<file path="config.mk">
export PLATFORM = sky130hd
export DESIGN_NAME = team_06_input_ctrl_flat
export DESIGN_NICKNAME = d
export VERILOG_FILES = /design/src/rtl/team_06_input_ctrl_if.sv /design/src/rtl/team_06_input_ctrl.sv /design/src/flat_wrapper.sv
export SDC_FILE = /design/constraint.sdc
export NUM_CORES = 1
export LEC_CHECK = 0
export ABC_AREA = 1
export CELL_PAD_IN_SITES_DETAIL_PLACEMENT = 1
export CELL_PAD_IN_SITES_GLOBAL_PLACEMENT = 2
export CORE_MARGIN = 2
export CORE_UTILIZATION = 34
export CTS_BUF_LIST = sky130_fd_sc_hd__clkbuf_8
export DETAILED_ROUTE_END_ITERATION = 8
export MAX_ROUTING_LAYER = met4
export PLACE_DENSITY = 0.78
export SYNTH_ARGS = -nofsm -noshare
export SYNTH_HDL_FRONTEND = slang
export SYNTH_SLANG_ARGS = --single-unit
</file>
<file path="constraint.sdc">
create_clock -name clk -period 2 [get_ports clk]
set_input_delay 0.5 -clock clk [delete_from_list [all_inputs] [get_ports clk]]
set_output_delay 0.5 -clock clk [all_outputs]
set_load 0.005 [all_outputs]
</file>
<file path="src/rtl/team_06_input_ctrl_if.sv">
// Front-panel input bundle: raw pad inputs towards the controller, decoded
// button/volume results back out. Panel side uses master, controller uses slave.
interface team_06_input_ctrl_if #(
  parameter int NUM_BTN = 4,
  parameter int VOL_W   = 4
);
  // No valid/ready here: levels are held, and every *_rise/_hold/vol_*/enc_err
  // output is a single-cycle pulse that the consumer must sample every cycle.
  logic [NUM_BTN-1:0] pbs;
  logic [1:0]         enc_ab;
  logic [NUM_BTN-1:0] btn_level;
  logic [NUM_BTN-1:0] btn_rise;
  logic [NUM_BTN-1:0] btn_state;
  logic [NUM_BTN-1:0] btn_hold;
  logic [VOL_W-1:0]   volume;
  logic               vol_up;
  logic               vol_dn;
  logic               enc_err;
  logic               enc_tracking;

  modport master (
    output pbs, enc_ab,
    input  btn_level, btn_rise, btn_state, btn_hold,
    input  volume, vol_up, vol_dn, enc_err, enc_tracking
  );

  modport slave (
    input  pbs, enc_ab,
    output btn_level, btn_rise, btn_state, btn_hold,
    output volume, vol_up, vol_dn, enc_err, enc_tracking
  );
endinterface

</file>
<file path="src/rtl/team_06_input_ctrl.sv">
// Pushbutton debounce/toggle and quadrature volume decoder for the front panel.
// Optional long-press detection is built only when INPUT_HOLD_EN is defined.
module team_06_input_ctrl #(
  parameter int                 NUM_BTN     = 4,
  parameter int                 DB_CYCLES   = 5000,
  parameter logic [NUM_BTN-1:0] TOGGLE_MASK = 4'b1110,
  parameter int                 VOL_W       = 4,
  parameter int                 VOL_INIT    = 0,
  parameter int                 HOLD_CYCLES = 25000000
) (
  input logic                  clk,
  input logic                  rst_n,
  team_06_input_ctrl_if.slave  bus
);

  localparam int                 DB_W    = $clog2(DB_CYCLES + 1);
  localparam logic [DB_W-1:0]    DB_LAST = DB_W'(DB_CYCLES - 1);
  localparam logic [VOL_W-1:0]   VOL_MAX = {VOL_W{1'b1}};
  localparam logic [VOL_W-1:0]   VOL_RST = VOL_W'(VOL_INIT);

  typedef enum logic {ENC_PRIME, ENC_TRACK} enc_state_e;

  logic [NUM_BTN-1:0] pbs_meta_q, pbs_sync_q;
  logic [1:0]         enc_meta_q, enc_sync_q;
  logic [1:0]         sync_fill_q, sync_fill_d;

  logic [DB_W-1:0]    db_cnt_q [NUM_BTN];
  logic [DB_W-1:0]    db_cnt_d [NUM_BTN];
  logic [NUM_BTN-1:0] level_q, level_d, rise_q, rise_d, state_q, state_d;

  enc_state_e         enc_state_q, enc_state_d;
  logic [1:0]         prev_q, prev_d;
  logic [1:0]         pos_prev, pos_cur;
  logic [VOL_W-1:0]   vol_q, vol_d;
  logic               up_q, up_d, dn_q, dn_d, err_q, err_d;

  always_comb begin
    level_d = level_q;
    for (int i = 0; i < NUM_BTN; i++) begin
      db_cnt_d[i] = '0;
      if (pbs_sync_q[i] != level_q[i]) begin
        if (db_cnt_q[i] == DB_LAST) level_d[i] = pbs_sync_q[i];
        else                        db_cnt_d[i] = db_cnt_q[i] + 1'b1;
      end
    end
    rise_d  = level_d & ~level_q;
    state_d = (TOGGLE_MASK & (state_q ^ rise_d)) | (~TOGGLE_MASK & level_d);
  end

  // Gray code mapped to a 2-bit position so CW is +1 and ACW is -1 (mod 4).
  assign pos_prev = {prev_q[1], ^prev_q};
  assign pos_cur  = {enc_sync_q[1], ^enc_sync_q};

  always_comb begin
    enc_state_d = enc_state_q;
    prev_d      = prev_q;
    vol_d       = vol_q;
    up_d        = 1'b0;
    dn_d        = 1'b0;
    err_d       = 1'b0;
    sync_fill_d = {sync_fill_q[0], 1'b1};
    case (enc_state_q)
      ENC_PRIME: begin
        // Wait until the synchroniser holds a real sample, not its reset zero.
        if (sync_fill_q[1]) begin
          prev_d      = enc_sync_q;
          enc_state_d = ENC_TRACK;
        end
      end
      ENC_TRACK: begin
        prev_d = enc_sync_q;
        if (pos_cur == pos_prev + 2'd1) begin
          up_d = 1'b1;
          if (vol_q != VOL_MAX) vol_d = vol_q + 1'b1;
        end else if (pos_cur == pos_prev - 2'd1) begin
          dn_d = 1'b1;
          if (vol_q != '0) vol_d = vol_q - 1'b1;
        end else if (pos_cur != pos_prev) begin
          err_d = 1'b1;
        end
      end
      default: enc_state_d = ENC_PRIME;
    endcase
  end

  always_ff @(posedge clk or negedge rst_n) begin
    if (!rst_n) begin
      pbs_meta_q  <= '0;
      pbs_sync_q  <= '0;
      enc_meta_q  <= '0;
      enc_sync_q  <= '0;
      sync_fill_q <= '0;
      for (int i = 0; i < NUM_BTN; i++) db_cnt_q[i] <= '0;
      level_q     <= '0;
      rise_q      <= '0;
      state_q     <= '0;
      enc_state_q <= ENC_PRIME;
      prev_q      <= '0;
      vol_q       <= VOL_RST;
      up_q        <= 1'b0;
      dn_q        <= 1'b0;
      err_q       <= 1'b0;
    end else begin
      pbs_meta_q  <= bus.pbs;
      pbs_sync_q  <= pbs_meta_q;
      enc_meta_q  <= bus.enc_ab;
      enc_sync_q  <= enc_meta_q;
      sync_fill_q <= sync_fill_d;
      for (int i = 0; i < NUM_BTN; i++) db_cnt_q[i] <= db_cnt_d[i];
      level_q     <= level_d;
      rise_q      <= rise_d;
      state_q     <= state_d;
      enc_state_q <= enc_state_d;
      prev_q      <= prev_d;
      vol_q       <= vol_d;
      up_q        <= up_d;
      dn_q        <= dn_d;
      err_q       <= err_d;
    end
  end

`ifdef INPUT_HOLD_EN
  localparam int                HOLD_W    = $clog2(HOLD_CYCLES + 1);
  localparam logic [HOLD_W-1:0] HOLD_LAST = HOLD_W'(HOLD_CYCLES - 1);
  localparam logic [HOLD_W-1:0] HOLD_TOP  = HOLD_W'(HOLD_CYCLES);

  logic [HOLD_W-1:0]  hold_cnt_q [NUM_BTN];
  logic [HOLD_W-1:0]  hold_cnt_d [NUM_BTN];
  logic [NUM_BTN-1:0] hold_q, hold_d;

  // Counter parks at HOLD_CYCLES so a long press fires once until release.
  always_comb begin
    hold_d = '0;
    for (int i = 0; i < NUM_BTN; i++) begin
      hold_cnt_d[i] = '0;
      if (level_q[i]) begin
        hold_cnt_d[i] = (hold_cnt_q[i] == HOLD_TOP) ? hold_cnt_q[i] : hold_cnt_q[i] + 1'b1;
        hold_d[i]     = (hold_cnt_q[i] == HOLD_LAST);
      end
    end
  end

  always_ff @(posedge clk or negedge rst_n) begin
    if (!rst_n) begin
      for (int i = 0; i < NUM_BTN; i++) hold_cnt_q[i] <= '0;
      hold_q <= '0;
    end else begin
      for (int i = 0; i < NUM_BTN; i++) hold_cnt_q[i] <= hold_cnt_d[i];
      hold_q <= hold_d;
    end
  end

  assign bus.btn_hold = hold_q;
`else
  assign bus.btn_hold = '0;
`endif

  assign bus.btn_level    = level_q;
  assign bus.btn_rise     = rise_q;
  assign bus.btn_state    = state_q;
  assign bus.volume       = vol_q;
  assign bus.vol_up       = up_q;
  assign bus.vol_dn       = dn_q;
  assign bus.enc_err      = err_q;
  assign bus.enc_tracking = (enc_state_q == ENC_TRACK);

endmodule

</file>
<file path="src/flat_wrapper.sv">
// flat-port wrapper written by rule: the top's interface ports become plain ports
module team_06_input_ctrl_flat 
#(
  parameter int                 NUM_BTN     = 4,
  parameter int                 DB_CYCLES   = 5000,
  parameter logic [NUM_BTN-1:0] TOGGLE_MASK = 4'b1110,
  parameter int                 VOL_W       = 4,
  parameter int                 VOL_INIT    = 0,
  parameter int                 HOLD_CYCLES = 25000000
)
  (clk, rst_n, bus_pbs, bus_enc_ab, bus_btn_level, bus_btn_rise, bus_btn_state, bus_btn_hold, bus_volume, bus_vol_up, bus_vol_dn, bus_enc_err, bus_enc_tracking);
  team_06_input_ctrl_if #(.NUM_BTN(NUM_BTN), .VOL_W(VOL_W)) bus_i ();
  input logic clk;
  input logic rst_n;
  input wire logic [$bits(bus_i.pbs)-1:0] bus_pbs;
  input wire logic [$bits(bus_i.enc_ab)-1:0] bus_enc_ab;
  output wire logic [$bits(bus_i.btn_level)-1:0] bus_btn_level;
  output wire logic [$bits(bus_i.btn_rise)-1:0] bus_btn_rise;
  output wire logic [$bits(bus_i.btn_state)-1:0] bus_btn_state;
  output wire logic [$bits(bus_i.btn_hold)-1:0] bus_btn_hold;
  output wire logic [$bits(bus_i.volume)-1:0] bus_volume;
  output wire logic [$bits(bus_i.vol_up)-1:0] bus_vol_up;
  output wire logic [$bits(bus_i.vol_dn)-1:0] bus_vol_dn;
  output wire logic [$bits(bus_i.enc_err)-1:0] bus_enc_err;
  output wire logic [$bits(bus_i.enc_tracking)-1:0] bus_enc_tracking;
  assign bus_i.pbs = bus_pbs;
  assign bus_i.enc_ab = bus_enc_ab;
  assign bus_btn_level = bus_i.btn_level;
  assign bus_btn_rise = bus_i.btn_rise;
  assign bus_btn_state = bus_i.btn_state;
  assign bus_btn_hold = bus_i.btn_hold;
  assign bus_volume = bus_i.volume;
  assign bus_vol_up = bus_i.vol_up;
  assign bus_vol_dn = bus_i.vol_dn;
  assign bus_enc_err = bus_i.enc_err;
  assign bus_enc_tracking = bus_i.enc_tracking;
  team_06_input_ctrl #(.NUM_BTN(NUM_BTN), .DB_CYCLES(DB_CYCLES), .TOGGLE_MASK(TOGGLE_MASK), .VOL_W(VOL_W), .VOL_INIT(VOL_INIT), .HOLD_CYCLES(HOLD_CYCLES)) u_core (.clk(clk), .rst_n(rst_n), .bus(bus_i));
endmodule
</file>
=== Word-level counts from Yosys, hierarchy flattened ===
Index checks and enable logic that the tools add are counted.

* Register bits: 88

* Mux-type cells: 33
* Reductions and logical operators: 6
* Equality and inequality tests: 14
* Add/sub/neg operators: 8
* Bitwise operators: 5

{| class="wikitable"
|+ Operators by type and width
! kind !! count
|-
| $mux W13 || 8
|-
| $add A13 B1 Y13 const B || 4
|-
| $eq A13 B13 Y1 const B || 4
|-
| $mux W1 || 19
|-
| $mux W4 || 4
|-
| $add A4 B1 Y4 const B || 1
|-
| $and A4 B4 Y4 || 1
|-
| $eq A2 B2 Y1 || 2
|-
| $ne A1 B1 Y1 || 4
|-
| $ne A4 B4 Y1 const B || 1
|-
| $not A4 Y4 || 1
|-
| $or A4 B1 Y4 || 1
|-
| $pmux W2 S2 || 1
|-
| $reduce_and A4 Y1 || 1
|-
| $reduce_bool A2 Y1 || 2
|-
| $reduce_bool A4 Y1 || 1
|-
| $reduce_xor A2 Y1 || 2
|-
| $sub A4 B1 Y4 const B || 1
|-
| $xor A4 B4 Y4 || 1
|-
| $add A2 B1 Y2 const B || 1
|-
| $mux W2 || 1
|-
| $ne A2 B1 Y1 const B || 1
|-
| $ne A2 B2 Y1 || 1
|-
| $ne A2 B2 Y1 const B || 1
|-
| other kinds (2) || 2
|}

=== Logic depth before layout (Yosys ltp) ===
* Depth in word-level cells: 6
* Depth in mapped cells: 16

=== Worst setup path after synthesis ===
Ideal clock, no wire load.

* Kind: reg-to-reg
* From: register u_core.enc_sync_q[1]
* To: register u_core.vol_q[3], in the netlist u_core.bus.volume[3]
* Cell stages (with the launch flop): 14
* Path slack: 0.099 ns
* Library setup time: 0.117 ns
* Period minus slack after synthesis: 1.901 ns
* Arrival time: 1.785 ns
* Cell sequence: dfrtp_1 > xnor2_1 > nand3_1 > ha_1 > nand2_1 > nand2_1 > a21oi_1 > inv_1 > nand2_1 > nand2_1 > inv_1 > nand2_1 > nand2_1 > nand2_1

* Cells in the longest elaborated chain, start to end: 4
* Elaborated cells between the ends (all ways): 8
* Classes of those cells: 3 x eq/ne; 1 x mux; 4 x reduce/logical

{| class="wikitable"
|+ Ends and longest elaborated chain
! what !! line !! RTL
|-
| from (decl) || team_06_input_ctrl.sv:24 || <nowiki>logic [1:0] enc_meta_q, enc_sync_q;</nowiki>
|-
| from (signal assigned) || team_06_input_ctrl.sv:107 || <nowiki>enc_sync_q <= enc_meta_q;</nowiki>
|-
| $reduce_xor A2 Y1 || team_06_input_ctrl.sv:52 || <nowiki>assign pos_cur = {enc_sync_q[1], ^enc_sync_q};</nowiki>
|-
| $eq A2 B2 Y1, on equally long branches || team_06_input_ctrl.sv:72, team_06_input_ctrl.sv:75 ||
|-
| $ne A2 B2 Y1 (no line) / $reduce_bool A2 Y1 (equally long branches) || -- ||
|-
| $reduce_and A4 Y1 (no line) || -- ||
|-
| to (signal assigned) || team_06_input_ctrl.sv:115 || <nowiki>vol_q <= vol_d;</nowiki>
|-
| to (decl) || team_06_input_ctrl.sv:34 || <nowiki>logic [VOL_W-1:0] vol_q, vol_d;</nowiki>
|}

Several ways; a longest one is shown, not always the timed one.
A chain may end at the register's enable or synchronous reset.

==> summary.txt <==
Global route
  – Total track usage: 15.6%
  – Largest net degree at the start of global routing: 29
  – Vias in the first global route: 3,375
  – First-pass GRT wire length: 15.7 mm
  – GRT overflow: 0
  – Initial antenna violation count: 0

Placed design
  – # port buffers: 27
  – Setup WS pre-CTS: 0.0236 ns
  – Placed cells: 658
  – GPL Wtd Cong: 0.821
  – HPWL after detailed placement: 6.60 mm

Final layout
  – Syn-to-layout area delta: 17.5%
  – Nets: 538
  – Fillers: 1,416
  – Finished Core Util: 40.8%
  – Fraction of layout cells with a size suffix above 1: 10.6%
  – Register area: 2180 um^2
  – Finished Layout Cells: 675
  – Inserted Diodes: 0
  – Area occupied by multi-input gates: 1730 um^2

Routing
  – DRT Pass-1 Iters: 4
  – # DRC: 0
  – Remaining antenna violation count: 0
  – Vias per cell: 4.72
  – Routed vias: 3,188
  – Final wirelength: 8.89 mm
  – Routed len/inst: 13.2 um
  – DR iter-0 viols: 96

CTS
  – Reg clk slew, reported paths: 0.09 ns
  – Num CTS Buffers: 9
  – CTS Sinks: 87
  – CTS max path bufs: 2
  – H-tree depth: 3
  – CTS Root Cell: clkbuf_8
  – Clk_lat worst skew: 0.37 ns
  – CTS tree: built

Die
  – Starting density of the core: 34.7%
  – Row count: 40
  – Die height: 115 um
  – Die extent in x: 115 um
  – Ports: 32
  – Core Region: 12,000 um^2
  – Full die area: 13,200 um^2

Worst setup path
  – Slowest CP cell: clkdlybuf4s50_1
  – Crit-path max FO: 5
  – CP Cell Sequence: clkdlybuf4s50_1
  – R2R setup slack: 0.17 ns
  – R2R Path End: u_core.bus.volume[3]
  – Critical path endpoint category: output pin
  – WP buf/inv: 1
  – Setup CP Type: reg2out
  – CP max stage delay: 0.54 ns
  – R2r startpoint: u_core.prev_q[0]
  – Critical Path AT: 1.36 ns
  – Setup crit start kind: flop
  – Required @ worst endpoint: 1.50 ns
  – Top delay family on crit path: buffers and inverters
  – R2R cell count: 16

Timing
  – Final Hold Fails: 0
  – Setup TNS: 0 ns
  – Setup Viol. Count Final: 0
  – Max-slew violation count: 0
  – Clock skew: 0.00922 ns
  – Tmin final: 1.86 ns
  – Final worst slack: 0.137 ns
  – Tcrit/Tclk final: 93.2%
  – RSZ-0062 raised after global routing: yes
  – Fmax: 537 MHz

Min path
  – HP Class: reg2reg
  – Hold Path Sink: u_core.pbs_sync_q[0]
  – Min-delay src: u_core.pbs_meta_q[0]
  – Worst hold path depth: 0

Outcome
  – Status: finished clean

Yosys
  – Mapped Cells: 484
  – Mapped Avg Cell Area: 8.62 um^2
  – Yosys Warn Count: 0
  – Synth Cell Area: 4170 um^2
  – Synth cell types: 32
  – Register area share after synthesis: 52.2%
  – #FFs+latches synth: 87

Pwr
  – Pwr/cell area: 774 nW/um^2
  – Leakage power: 2.30 nW
  – VDD IR-drop max: 0.000430 V
  – Overall Power: 0.00379 W

Run
  – Max_cap viols: 0
how the worst max path moves through the flow:
stage / start / cells past startpoint / endpoint / slack [ns]
after floorplan: u_core.enc_sync_q[1] / 13 / u_core.bus.volume[3] / 0.1
after detailed placement: u_core.prev_q[0] / 16 / u_core.bus.volume[3] / 0.02
final: u_core.bus.btn_level[0] / 1 / bus_btn_state[0] / 0.14
after CTS: u_core.enc_sync_q[1] / 16 / u_core.bus.volume[3] / 0.009
after global routing: u_core.prev_q[0] / 16 / u_core.bus.volume[3] / -0.03
after global placement: u_core.prev_q[0] / 16 / u_core.bus.volume[3] / 0.15
synth_stat cells:
cell      instances  area, um^2
a21oi_1           8        40.0
a31oi_1           1        6.26
and2_1            1        6.26
and3_1            4        25.0
buf_4             5        37.5
clkbuf_1          3        11.3
conb_1            2        7.51
dfrtp_1          87        2180
fa_1              1        20.0
ha_1              6        75.1
inv_1            69         259
inv_2             3        11.3
nand2_1          98         368
nand2_2           2        12.5
nand2_4           1        11.3
nand3_1          23         115
nand3_2           3        30.0
nand4_1          14        87.6
nor2_1           68         255
nor2_2            6        37.5
nor2_4            2        22.5
nor3_1           26         130
nor3_2            1        10.0
nor3_4            2        32.5
nor3b_1           9        67.6
nor3b_2           4        50.1
nor4_1            3        18.8
o21ai_0           6        30.0
o21ai_1           1        5.00
or2_2             2        12.5
xnor2_1           6        52.6
xor2_1           17         149
metrics by stage:
| step | hold slack [ns] | instance area (um^2) |
|---|---|---|
| global placement | 0.333 | 4640 |
| floorplan | 0.204 | 4190 |
| global route | 0.363 | 4900 |
| CTS | 0.359 | 4860 |
| finish | 0.355 | 4900 |
| detailed placement | 0.341 | 4640 |
where the power goes:
group          switching (W)  leakage, nW  internal [W]
registers          0.0000984         1.15       0.00184
logic               0.000263         1.04      0.000243
clock network       0.000653        0.106      0.000694
total                0.00101         2.30       0.00278
cells by family (layout without fill, tap and decap cells):
| family | after synthesis | after routing | share of synthesized area (%) |
|---|---|---|---|
| compound gates | 16 | 16 | 1.95 |
| xor+xnor | 23 | 23 | 4.83 |
| fa+ha+maj | 7 | 7 | 2.28 |
| buf+inv | 80 | 121 | 7.64 |
| flops | 87 | 87 | 52.2 |
| other cells | 2 | 5 | 0.180 |
| simple gates | 269 | 269 | 31.0 |
cell usage in the layout, fill, tap and decap left out, drive strengths merged:
master / netlist / layout
nand2: 101 / 101
dfrtp: 87 / 87
nor2: 76 / 76
inv: 72 / 73
nor3: 29 / 29
clkdlybuf4s50: 0 / 26
nand3: 26 / 26
xor2: 17 / 17
nand4: 14 / 14
nor3b: 13 / 13
clkbuf: 3 / 9
a21oi: 8 / 8
o21ai: 7 / 7
xnor2: 6 / 6
ha: 6 / 6
buf: 5 / 6
conb: 2 / 5
and3: 4 / 4
nor4: 3 / 3
or2: 2 / 2
bufinv: 0 / 2
clkinvlp: 0 / 2
clkinv: 0 / 2
a31oi: 1 / 1
and2: 1 / 1
fa: 1 / 1
dlygate4sd3: 0 / 1
per-layer routing:
| metal | vias to the layer above | track usage (%) | share of wire, % |
|---|---|---|---|
| met5 | - | - | 0 |
| met4 | 0 | 6.27 | 1.8 |
| met3 | 12 | 3.32 | 2.8 |
| met2 | 35 | 25.2 | 47 |
| met1 | 1554 | 19.1 | 48 |
| li1 | 1587 | - | - |
area by class of cell:
class,count,area share [%]
Clock inverter,7,1.81
Sequential cell,87,44.5
Tap cell,147,3.75
Timing Repair Buffer,33,6.69
Clock buffer,9,2.53
Multi-Input combinational cell,320,35.2
Inverter,72,5.51
what timing repair did:
| item | in CTS | in global routing |
|---|---|---|
| hold buffers | 1 | 0 |
| gates resized for setup | 0 | 10 |
| setup endpoints to repair | 0 | 1 |
| hold endpoints to repair | 14 | 0 |
| buffers inserted | 0 | 0 |
flip-flops by register name, summed over array words and instances (netlist names):
signal / cells
u_core.db_cnt_q: 52
u_core.bus.vol_dn: 1
u_core.enc_meta_q: 2
u_core.sync_fill_q: 2
u_core.bus.enc_err: 1
u_core.bus.volume: 4
u_core.bus.btn_level: 4
u_core.pbs_meta_q: 4
u_core.bus.vol_up: 1
u_core.enc_sync_q: 2
u_core.bus.btn_state: 3
u_core.bus.btn_rise: 4
u_core.prev_q: 2
u_core.pbs_sync_q: 4
u_core.bus.enc_tracking: 1
No activity file was read; power rests on OpenSTA's default activity.
